**config.mk**
```make
export PLATFORM = sky130hd
export DESIGN_NAME = saes_core_ctrl
export DESIGN_NICKNAME = d
export VERILOG_FILES = /design/src/rtl/saes_core_ctrl.sv
export SDC_FILE = /design/constraint.sdc
export NUM_CORES = 1
export LEC_CHECK = 0
export CAP_MARGIN = 20
export CORE_ASPECT_RATIO = 0.8
export CORE_MARGIN = 1.5
export CORE_UTILIZATION = 62
export CTS_CLUSTER_SIZE = 12
export DETAILED_ROUTE_END_ITERATION = 10
export HOLD_SLACK_MARGIN = 0.08
export PLACE_DENSITY = 0.84
export SLEW_MARGIN = 10
export SYNTH_ARGS = -nofsm -noshare
export SYNTH_HDL_FRONTEND = slang
export SYNTH_SLANG_ARGS = --single-unit
export TNS_END_PERCENT = 100
```
**constraint.sdc**
```tcl
create_clock -name CLK -period 7.9 [get_ports CLK]
set_input_delay 1.975 -clock CLK [delete_from_list [all_inputs] [get_ports CLK]]
set_output_delay 1.975 -clock CLK [all_outputs]
set_load 0.02 [all_outputs]
```
**src/rtl/saes_core_ctrl.sv**
```systemverilog
// saes_core_ctrl
// Iterative S-AES encrypt/decrypt engine. A 16-bit block, its key and a mode
// bit are captured on a valid/ready handshake. The round keys come from a
// combinational key schedule fed by the captured key. The block is processed
// one round per cycle (AddKey0, Round1, Round2). The result is then held on
// an output handshake until the consumer takes it.
//
// Parameters
//   KEY_REG    1: round keys are latched in an extra KEYX cycle.
//              0: round keys are used straight from the key schedule.
//
// Ports
//   CLK        clock, all state updates on the rising edge
//   RST        asynchronous reset, active-high
//   In_Valid   block/key/mode offered by the host
//   In_Ready   controller can accept (IDLE, or DONE while Out_Ready is high)
//   Mode       0 = encrypt, 1 = decrypt, captured with the block
//   Data_In    plaintext (encrypt) or ciphertext (decrypt)
//   Key        16-bit cipher key, captured with the block
//   Out_Valid  Data_Out holds a finished result (high exactly in DONE)
//   Out_Ready  consumer takes the result
//   Data_Out   registered result, stable while Out_Valid is high
//   Busy       high in every state except IDLE
module saes_core_ctrl #(
  parameter bit KEY_REG = 1'b1
) (
  input  logic        CLK,
  input  logic        RST,
  input  logic        In_Valid,
  output logic        In_Ready,
  input  logic        Mode,
  input  logic [15:0] Data_In,
  input  logic [15:0] Key,
  output logic        Out_Valid,
  input  logic        Out_Ready,
  output logic [15:0] Data_Out,
  output logic        Busy
);

  typedef enum logic [2:0] {
    ST_IDLE,
    ST_KEYX,
    ST_R0,
    ST_R1,
    ST_R2,
    ST_DONE
  } state_t;

  state_t      state;
  state_t      state_next;
  logic [15:0] key_q;
  logic [15:0] s_q;
  logic [15:0] s_next;
  logic        mode_q;
  logic        accept;

  logic [7:0]  w2;
  logic [7:0]  w3;
  logic [7:0]  w4;
  logic [7:0]  w5;
  logic [15:0] exp_k0;
  logic [15:0] exp_k1;
  logic [15:0] exp_k2;
  logic [15:0] rk0;
  logic [15:0] rk1;
  logic [15:0] rk2;

  function automatic logic [3:0] sbox(input logic [3:0] x);
    logic [3:0] y;
    case (x)
      4'h0: y = 4'h9;  4'h1: y = 4'h4;  4'h2: y = 4'hA;  4'h3: y = 4'hB;
      4'h4: y = 4'hD;  4'h5: y = 4'h1;  4'h6: y = 4'h8;  4'h7: y = 4'h5;
      4'h8: y = 4'h6;  4'h9: y = 4'h2;  4'hA: y = 4'h0;  4'hB: y = 4'h3;
      4'hC: y = 4'hC;  4'hD: y = 4'hE;  4'hE: y = 4'hF;  default: y = 4'h7;
    endcase
    return y;
  endfunction

  function automatic logic [3:0] sbox_inv(input logic [3:0] x);
    logic [3:0] y;
    case (x)
      4'h0: y = 4'hA;  4'h1: y = 4'h5;  4'h2: y = 4'h9;  4'h3: y = 4'hB;
      4'h4: y = 4'h1;  4'h5: y = 4'h7;  4'h6: y = 4'h8;  4'h7: y = 4'hF;
      4'h8: y = 4'h6;  4'h9: y = 4'h0;  4'hA: y = 4'h2;  4'hB: y = 4'h3;
      4'hC: y = 4'hC;  4'hD: y = 4'h4;  4'hE: y = 4'hD;  default: y = 4'hE;
    endcase
    return y;
  endfunction

  function automatic logic [15:0] sub_nib(input logic [15:0] s);
    return {sbox(s[15:12]), sbox(s[11:8]), sbox(s[7:4]), sbox(s[3:0])};
  endfunction

  function automatic logic [15:0] sub_nib_inv(input logic [15:0] s);
    return {sbox_inv(s[15:12]), sbox_inv(s[11:8]), sbox_inv(s[7:4]), sbox_inv(s[3:0])};
  endfunction

  // Nibble 0 is bits 15:12; swapping nibbles 1 and 3 is its own inverse.
  function automatic logic [15:0] shift_rows(input logic [15:0] s);
    return {s[15:12], s[3:0], s[7:4], s[11:8]};
  endfunction

  // Multiply by x in GF(2^4), reducing by x^4+x+1.
  function automatic logic [3:0] gf_mul2(input logic [3:0] x);
    return {x[2:0], 1'b0} ^ (x[3] ? 4'h3 : 4'h0);
  endfunction

  function automatic logic [3:0] gf_mul4(input logic [3:0] x);
    return gf_mul2(gf_mul2(x));
  endfunction

  function automatic logic [3:0] gf_mul9(input logic [3:0] x);
    return gf_mul2(gf_mul4(x)) ^ x;
  endfunction

  // Columns are (n0,n1) and (n2,n3); forward matrix [1 4; 4 1].
  function automatic logic [15:0] mix_col(input logic [15:0] s);
    return {s[15:12] ^ gf_mul4(s[11:8]), gf_mul4(s[15:12]) ^ s[11:8],
            s[7:4] ^ gf_mul4(s[3:0]),    gf_mul4(s[7:4]) ^ s[3:0]};
  endfunction

  // Inverse matrix [9 2; 2 9].
  function automatic logic [15:0] mix_col_inv(input logic [15:0] s);
    return {gf_mul9(s[15:12]) ^ gf_mul2(s[11:8]), gf_mul2(s[15:12]) ^ gf_mul9(s[11:8]),
            gf_mul9(s[7:4]) ^ gf_mul2(s[3:0]),    gf_mul2(s[7:4]) ^ gf_mul9(s[3:0])};
  endfunction

  // Key schedule: each new word pair is built from the previous pair, using a
  // nibble-rotated, substituted copy of the last word plus a round constant.
  assign w2     = key_q[15:8] ^ 8'h80 ^ {sbox(key_q[3:0]), sbox(key_q[7:4])};
  assign w3     = w2 ^ key_q[7:0];
  assign w4     = w2 ^ 8'h30 ^ {sbox(w3[3:0]), sbox(w3[7:4])};
  assign w5     = w4 ^ w3;
  assign exp_k0 = key_q;
  assign exp_k1 = {w2, w3};
  assign exp_k2 = {w4, w5};

  // The registered option breaks the key-schedule path out of the round
  // datapath at the cost of one cycle per block.
  generate
    if (KEY_REG) begin : g_key_reg
      logic [15:0] k0_q;
      logic [15:0] k1_q;
      logic [15:0] k2_q;

      // Round keys are latched once per block, while the FSM sits in KEYX.
      always_ff @(posedge CLK or posedge RST) begin
        if (RST) begin
          k0_q <= 16'h0000;
          k1_q <= 16'h0000;
          k2_q <= 16'h0000;
        end else if (state == ST_KEYX) begin
          k0_q <= exp_k0;
          k1_q <= exp_k1;
          k2_q <= exp_k2;
        end
      end

      assign rk0 = k0_q;
      assign rk1 = k1_q;
      assign rk2 = k2_q;
    end else begin : g_key_comb
      assign rk0 = exp_k0;
      assign rk1 = exp_k1;
      assign rk2 = exp_k2;
    end
  endgenerate

  // A new block can be taken in DONE only when the held result leaves on the
  // same edge, so no result is ever overwritten.
  assign In_Ready  = (state == ST_IDLE) | ((state == ST_DONE) & Out_Ready);
  assign accept    = In_Valid & In_Ready;
  assign Out_Valid = (state == ST_DONE);
  assign Busy      = (state != ST_IDLE);

  // State register.
  always_ff @(posedge CLK or posedge RST) begin
    if (RST) begin
      state <= ST_IDLE;
    end else begin
      state <= state_next;
    end
  end

  // Next-state logic: the round states advance unconditionally. IDLE and DONE
  // wait on the handshakes. An accept always enters the first processing state.
  always_comb begin
    state_next = state;
    case (state)
      ST_IDLE: begin
        if (In_Valid) begin
          if (KEY_REG) state_next = ST_KEYX;
          else         state_next = ST_R0;
        end
      end
      ST_KEYX: state_next = ST_R0;
      ST_R0:   state_next = ST_R1;
      ST_R1:   state_next = ST_R2;
      ST_R2:   state_next = ST_DONE;
      ST_DONE: begin
        if (Out_Ready) begin
          if (!In_Valid)    state_next = ST_IDLE;
          else if (KEY_REG) state_next = ST_KEYX;
          else              state_next = ST_R0;
        end
      end
      default: state_next = ST_IDLE;
    endcase
  end

  // Round datapath. Decryption runs the inverse steps in reverse order with
  // the round keys applied K2, K1, K0.
  always_comb begin
    s_next = s_q;
    case (state)
      ST_R0: s_next = s_q ^ (mode_q ? rk2 : rk0);
      ST_R1: begin
        if (mode_q) s_next = mix_col_inv(sub_nib_inv(shift_rows(s_q)) ^ rk1);
        else        s_next = mix_col(shift_rows(sub_nib(s_q))) ^ rk1;
      end
      ST_R2: begin
        if (mode_q) s_next = sub_nib_inv(shift_rows(s_q)) ^ rk0;
        else        s_next = shift_rows(sub_nib(s_q)) ^ rk2;
      end
      default: s_next = s_q;
    endcase
  end

  // Block, key and mode are captured only on accept, so host inputs are free
  // to change afterwards. Data_Out updates only on the R2->DONE edge.
  always_ff @(posedge CLK or posedge RST) begin
    if (RST) begin
      s_q      <= 16'h0000;
      key_q    <= 16'h0000;
      mode_q   <= 1'b0;
      Data_Out <= 16'h0000;
    end else begin
      if (accept) begin
        s_q    <= Data_In;
        key_q  <= Key;
        mode_q <= Mode;
      end else begin
        s_q <= s_next;
      end
      if (state == ST_R2) begin
        Data_Out <= s_next;
      end
    end
  end

endmodule

```
==> run summary, run 1 <==
# nets final: 1043
Initial Utilization: 63.9%
Wire length per cell: 18.2 µm
All-Layer GR Usage: 30.3%
Post-synth top area share: 30.2%
Number of synthesized flops with an enable pin: 0
Ys async rst share: 100%
Final period util: 68.4%
CTS resizes: 0
Dpl cells: 1120
Hold_ws: 472 ps
Routed Antenna Nets: 0
Area leader, netlist: dfrtp_1
# port buffers: 55
Crit-path slowest cell: clkdlybuf4s50_1
Synth warn: 0
Largest net degree at the start of global routing: 81
Core area: 13000 µm²
Die height: 106 µm
Post-DP HPWL: 14800 µm
Clk_lat worst skew: 360 ps
Avg Cell Area, Syn: 8.83 µm²
Die area: 14100 µm²
Post-synthesis cell area: 8280 µm²
Setup tns final: 0 ps
Synthesized flop and latch total: 100
Main synth FF type: dfrtp_1
Post-route insts no fill: 1135
Post-CTS Setup Inserts: 0
GPL Wtd Cong: 0.895
IO Pins: 56
Via count: 6786
Clock root cell: clkbuf_16
Placed instance area: 8890 µm²
Vias in the first global route: 6404
Fmax: 185 MHz
Max Slew Vio Count: 0
Min cycle time layout: 5400 ps
Max incr delay on CP: 640 ps
Crit end category: output pin
Main area contributors after synthesis: dfrtp_1 (30%), xnor2_1 (9.3%), nand2_1 (7.8%)
# hold bufs at CTS: 0
Critical Path RT: 5930 ps
Layout area overhead: 10.8%
Drt total wl: 20700 µm
CTS tree: yes
CP startpoint kind: input port
Worst Path Arrival: 3430 ps
Setup-failing EPs final: 0
Critical-path cell list: clkdlybuf4s50_1 > nand3_1 > a21oi_1 > clkdlybuf4s50_1
Number of max-cap violations: 0
Sequential cell area: 2500 µm²
Clock Skews: 10.2 ps
Max-slew headroom: 41.6%
Seq/Total Area, Yosys: 30.2%
Filler instances: 983
Die width: 132 µm
Clock Path Buffers: 2
Syn nets: 1025
DR iter-0 viols: 648
DRC errors left: 0
Clock Sinks: 100
Run status: completed
Critical path class: input port to output pin
Distinct cells, synth: 67
TritonCTS buffer count: 9
RSZ-0062 raised after global routing: no
Hold WC Path Type: register to register
Top Layer Used: met4
Most common cell in the netlist: nand2_1
Row cnt: 37
Most used cell, CP: clkdlybuf4s50_1
Met3 WL: 1980 µm
Ant diodes: 0
1st-pass router iterations: 5
Clk slew on worst S/H paths: 70 ps
Slew @ Worst Pin: 873 ps
First-pass GRT wire length: 33600 µm
Top cells by count, synth: nand2_1 (172), dfrtp_1 (100), xnor2_1 (88), o21ai_0 (75), ha_1 (50)
Final instance area: 9180 µm²
Initial antenna violation count: 0
Vias per cell: 5.98
Wire length on met1: 9420 µm
Crit path max fanout: 3
Syn Inst Count: 938
Routed wl met2: 9090 µm
H-Tree Depth: 3
Fin. Hold Viols: 0
Gr ovfl total: 0
Multi-input gate area: 5420 µm²
Share of cells above drive strength 1: 7.08%
-- logic make-up (layout without fill, tap and decap cells) --
| group | Yosys count | after routing | synth area share (%) |
|---|---|---|---|
| AOI/OAI and AO/OA | 190 | 190 | 14.9 |
| and+or+nand+nor | 298 | 298 | 16.1 |
| xor gates and xnor gates | 146 | 146 | 17.5 |
| buffers and inverters | 91 | 113 | 4.49 |
| DFF | 100 | 100 | 30.2 |
| adders and majority gates | 50 | 50 | 7.55 |
| muxes | 63 | 63 | 9.17 |
-- per-stage QoR --
step / util [%] / setup slack [ps]
6_report: 70.8 / 2500
5_1_grt: 70.8 / 2420
4_1_cts: 70.8 / 2490
3_5_place_dp: 68.6 / 2490
3_3_place_gp: 68.6 / 2540
2_1_floorplan: - / 3310
-- metal layers --
metal / up-vias / GRT usage (%)
met5: - / 0
met4: 0 / 7.14
met3: 27 / 7.63
met2: 320 / 45.3
met1: 3211 / 44.3
li1: 3228 / -
-- flip-flops by register name (all words and copies together), names as in the netlist --
register / cells
s_q: 16
mode_q: 1
g_key_reg.k0_q: 16
exp_k0: 16
g_key_reg.k1_q: 16
g_key_reg.k2_q: 16
Data_Out: 16
state: 3
-- layout by cell type (no fill, tap or decap), drive strengths merged, types with 7 or more instances in the layout --
cell type,Yosys,layout
mux2i,44,44
clkdlybuf4s50,0,55
dfrtp,100,100
xnor3,11,11
ha,50,50
o21ai,78,78
and2,10,10
a22oi,8,8
a21oi,28,28
or2,8,8
xor2,45,45
buf,23,10
clkbuf,35,10
nand3,9,9
mux4,9,9
nor2,48,48
mux2,10,10
nand2,172,172
inv,33,35
nand2b,8,8
xnor2,89,89
nor2b,7,7
or3,8,8
a211oi,9,9
o211ai,15,15
-- worst max-delay path: cells and delay by family --
family,cells,cell delay [ps]
buffers and inverters,2,1120
AND/OR/NAND/NOR,1,80
AO/OA/AOI/OAI,1,240
-- final cells by class --
type,instances,area share [%]
clock buffers,10,2.60
repair buffers,65,6.82
flip-flops and latches,100,27.3
well taps,175,2.39
clock inverters,5,0.491
inverters,33,1.38
multi-input cells,747,59.0
-- worst paths after layout --
path                        startpoint           endpoint  slack (ps)  cells past startpoint
max                          Out_Ready           In_Ready        2500                      4
min                        Data_Out[6]        Data_Out[6]         470                      2
max reg2reg                  exp_k0[0]  g_key_reg.k2_q[8]        4630                     12
min reg2reg                Data_Out[6]        Data_Out[6]         470                      2
max in group asynchronous          RST             mode_q        4690                      3
min in group asynchronous          RST          exp_k0[7]        2010                      2
Power of run 1 is not shown: default switching activity piles up to over one toggle a cycle in this logic, so the estimate is an artifact.
==> run 2: changes to the inputs <==
--- a/config.mk
+++ b/config.mk
@@ -8,11 +8,11 @@
 export CAP_MARGIN = 20
 export CORE_ASPECT_RATIO = 0.8
 export CORE_MARGIN = 1.5
-export CORE_UTILIZATION = 62
+export CORE_UTILIZATION = 61
 export CTS_CLUSTER_SIZE = 12
 export DETAILED_ROUTE_END_ITERATION = 10
 export HOLD_SLACK_MARGIN = 0.08
-export PLACE_DENSITY = 0.84
+export PLACE_DENSITY = 0.83
 export SLEW_MARGIN = 10
 export SYNTH_ARGS = -nofsm -noshare
 export SYNTH_HDL_FRONTEND = slang
==> constraint.sdc (replaced) <==
create_clock -name CLK -period 5.1 [get_ports CLK]
set_input_delay 1.275 -clock CLK [delete_from_list [all_inputs] [get_ports CLK]]
set_output_delay 1.275 -clock CLK [all_outputs]
set_load 0.02 [all_outputs]
==> run 2 against run 1 <==
Compared with the run above:
- worst setup slack got worse by 1400 ps
- design area rose by 0.30%
- count of clock-buffer cells in the layout rose by 2
- via count rose by 1.7%
- global-route usage rose by 0.25 points
- sequential share of layout area fell by 0.082 points
- critical path depth did not move
==> run summary, run 2 (synthesis results as in run 1) <==
IO Pins: 56
Multi-input gate area: 5420 µm²
# hold bufs at CTS: 0
Post-DP HPWL: 14800 µm
Crit-path leading delay family: buffers and inverters
Filler instances: 1038
Gr ovfl total: 0
DR iter-0 viols: 714
Initial Utilization: 63.4%
Largest net degree at the start of global routing: 81
Max incr delay on CP: 640 ps
Core area: 13100 µm²
Setup tns final: 0 ps
Clock Skews: 7.43 ps
Max-slew headroom: 31.1%
Run status: completed
Final period util: 79.4%
Row cnt: 37
CTS resizes: 0
# nets final: 1042
Hold WC Path Type: register to register
Die height: 107 µm
All-Layer GR Usage: 30.6%
Critical Path RT: 3830 ps
Wire length per cell: 18.6 µm
Via count: 6900
Layout area overhead: 11.1%
DRC errors left: 0
Crit-path slowest cell: clkdlybuf4s50_1
Ant diodes: 0
Number of max-cap violations: 0
Share of cells above drive strength 1: 6.77%
CP startpoint kind: input port
Post-CTS Setup Inserts: 0
Fmax: 247 MHz
Clock Sinks: 100
Vias in the first global route: 6434
CTS tree: yes
Die area: 14300 µm²
WP buf/inv: 2
Most used cell, CP: clkdlybuf4s50_1
Setup-failing EPs final: 0
Routed Antenna Nets: 0
Critical path class: input port to output pin
Sequential cell area: 2500 µm²
Min cycle time layout: 4050 ps
Vias per cell: 6.08
Worst Path Arrival: 2780 ps
Die width: 133 µm
GPL Wtd Cong: 0.928
Most frequent cells in the layout: nand2_1 (172), dfrtp_1 (99), xnor2_1 (88)
Final Util: 70.5%
Initial antenna violation count: 0
Commonest non-fill, non-tap cell in the layout: nand2_1
First-pass GRT wire length: 34000 µm
RSZ-0062 raised after global routing: no
Critical-path cell list: clkdlybuf4s50_1 > nand3_1 > a21oi_1 > clkdlybuf4s50_1
1st-pass router iterations: 5
Clock root cell: clkbuf_16
Drt total wl: 21100 µm
Max Slew Vio Count: 0
Clock Path Buffers: 2
Crit end category: output pin
Clk slew on worst S/H paths: 60 ps
Crit path max fanout: 3
TritonCTS buffer count: 9
Fin. Hold Viols: 0
# port buffers: 55
H-Tree Depth: 3
Clk_lat worst skew: 350 ps
Slew @ Worst Pin: 1030 ps
## run 2: cell count changes in the layout (fill, tap and decap cells not counted), sizes merged
cell and change:
clkinv -2, inv -2, buf -1, clkinvlp +1, bufinv +2, clkbuf +2
## run 2: cell type report
type / count / share of cell area [%]
clock inverters: 4 / 0.816
flip-flops and latches: 100 / 27.2
multi-input cells: 747 / 58.9
well taps: 175 / 2.38
inverters: 33 / 1.37
repair buffers: 64 / 6.80
clock buffers: 12 / 2.57
## run 2: layer usage
metal	up-vias	wire length [µm]	GRT usage (%)
met3	43	2010	5.58
met1	3306	9300	44.9
li1	3221	-	-
met2	330	9330	46.1
met5	-	0	0
met4	0	458	9.24
## run 2: through the flow
step	instances	instance area, µm²	setup slack (ps)	hold WS [ps]
6_report	1135	9200	1050	474
5_1_grt	1135	9200	1000	515
4_1_cts	1133	9180	1120	481
3_5_place_dp	1117	8870	1120	465
3_3_place_gp	1117	8870	1140	459
2_1_floorplan	938	8280	1210	486
## run 2: path summary, 6_finish.rpt
check,startpoint,to,slack (ps),cells after the start
hold / removal,Data_Out[6],Data_Out[6],470,2
hold reg to reg,Data_Out[6],Data_Out[6],470,2
min in group asynchronous,RST,exp_k0[4],1490,2
setup / recovery,Out_Ready,In_Ready,1050,4
max in group asynchronous,RST,Data_Out[14],2730,3
setup reg to reg,exp_k0[0],g_key_reg.k2_q[0],1750,12
## run 2: tightest hold or removal path: cells and delay by family (launching register included)
kind,cells,cell delay (ps)
flip-flops,1,340
AND/OR/NAND/NOR,2,100
Power of run 2 is left out for the same reason.
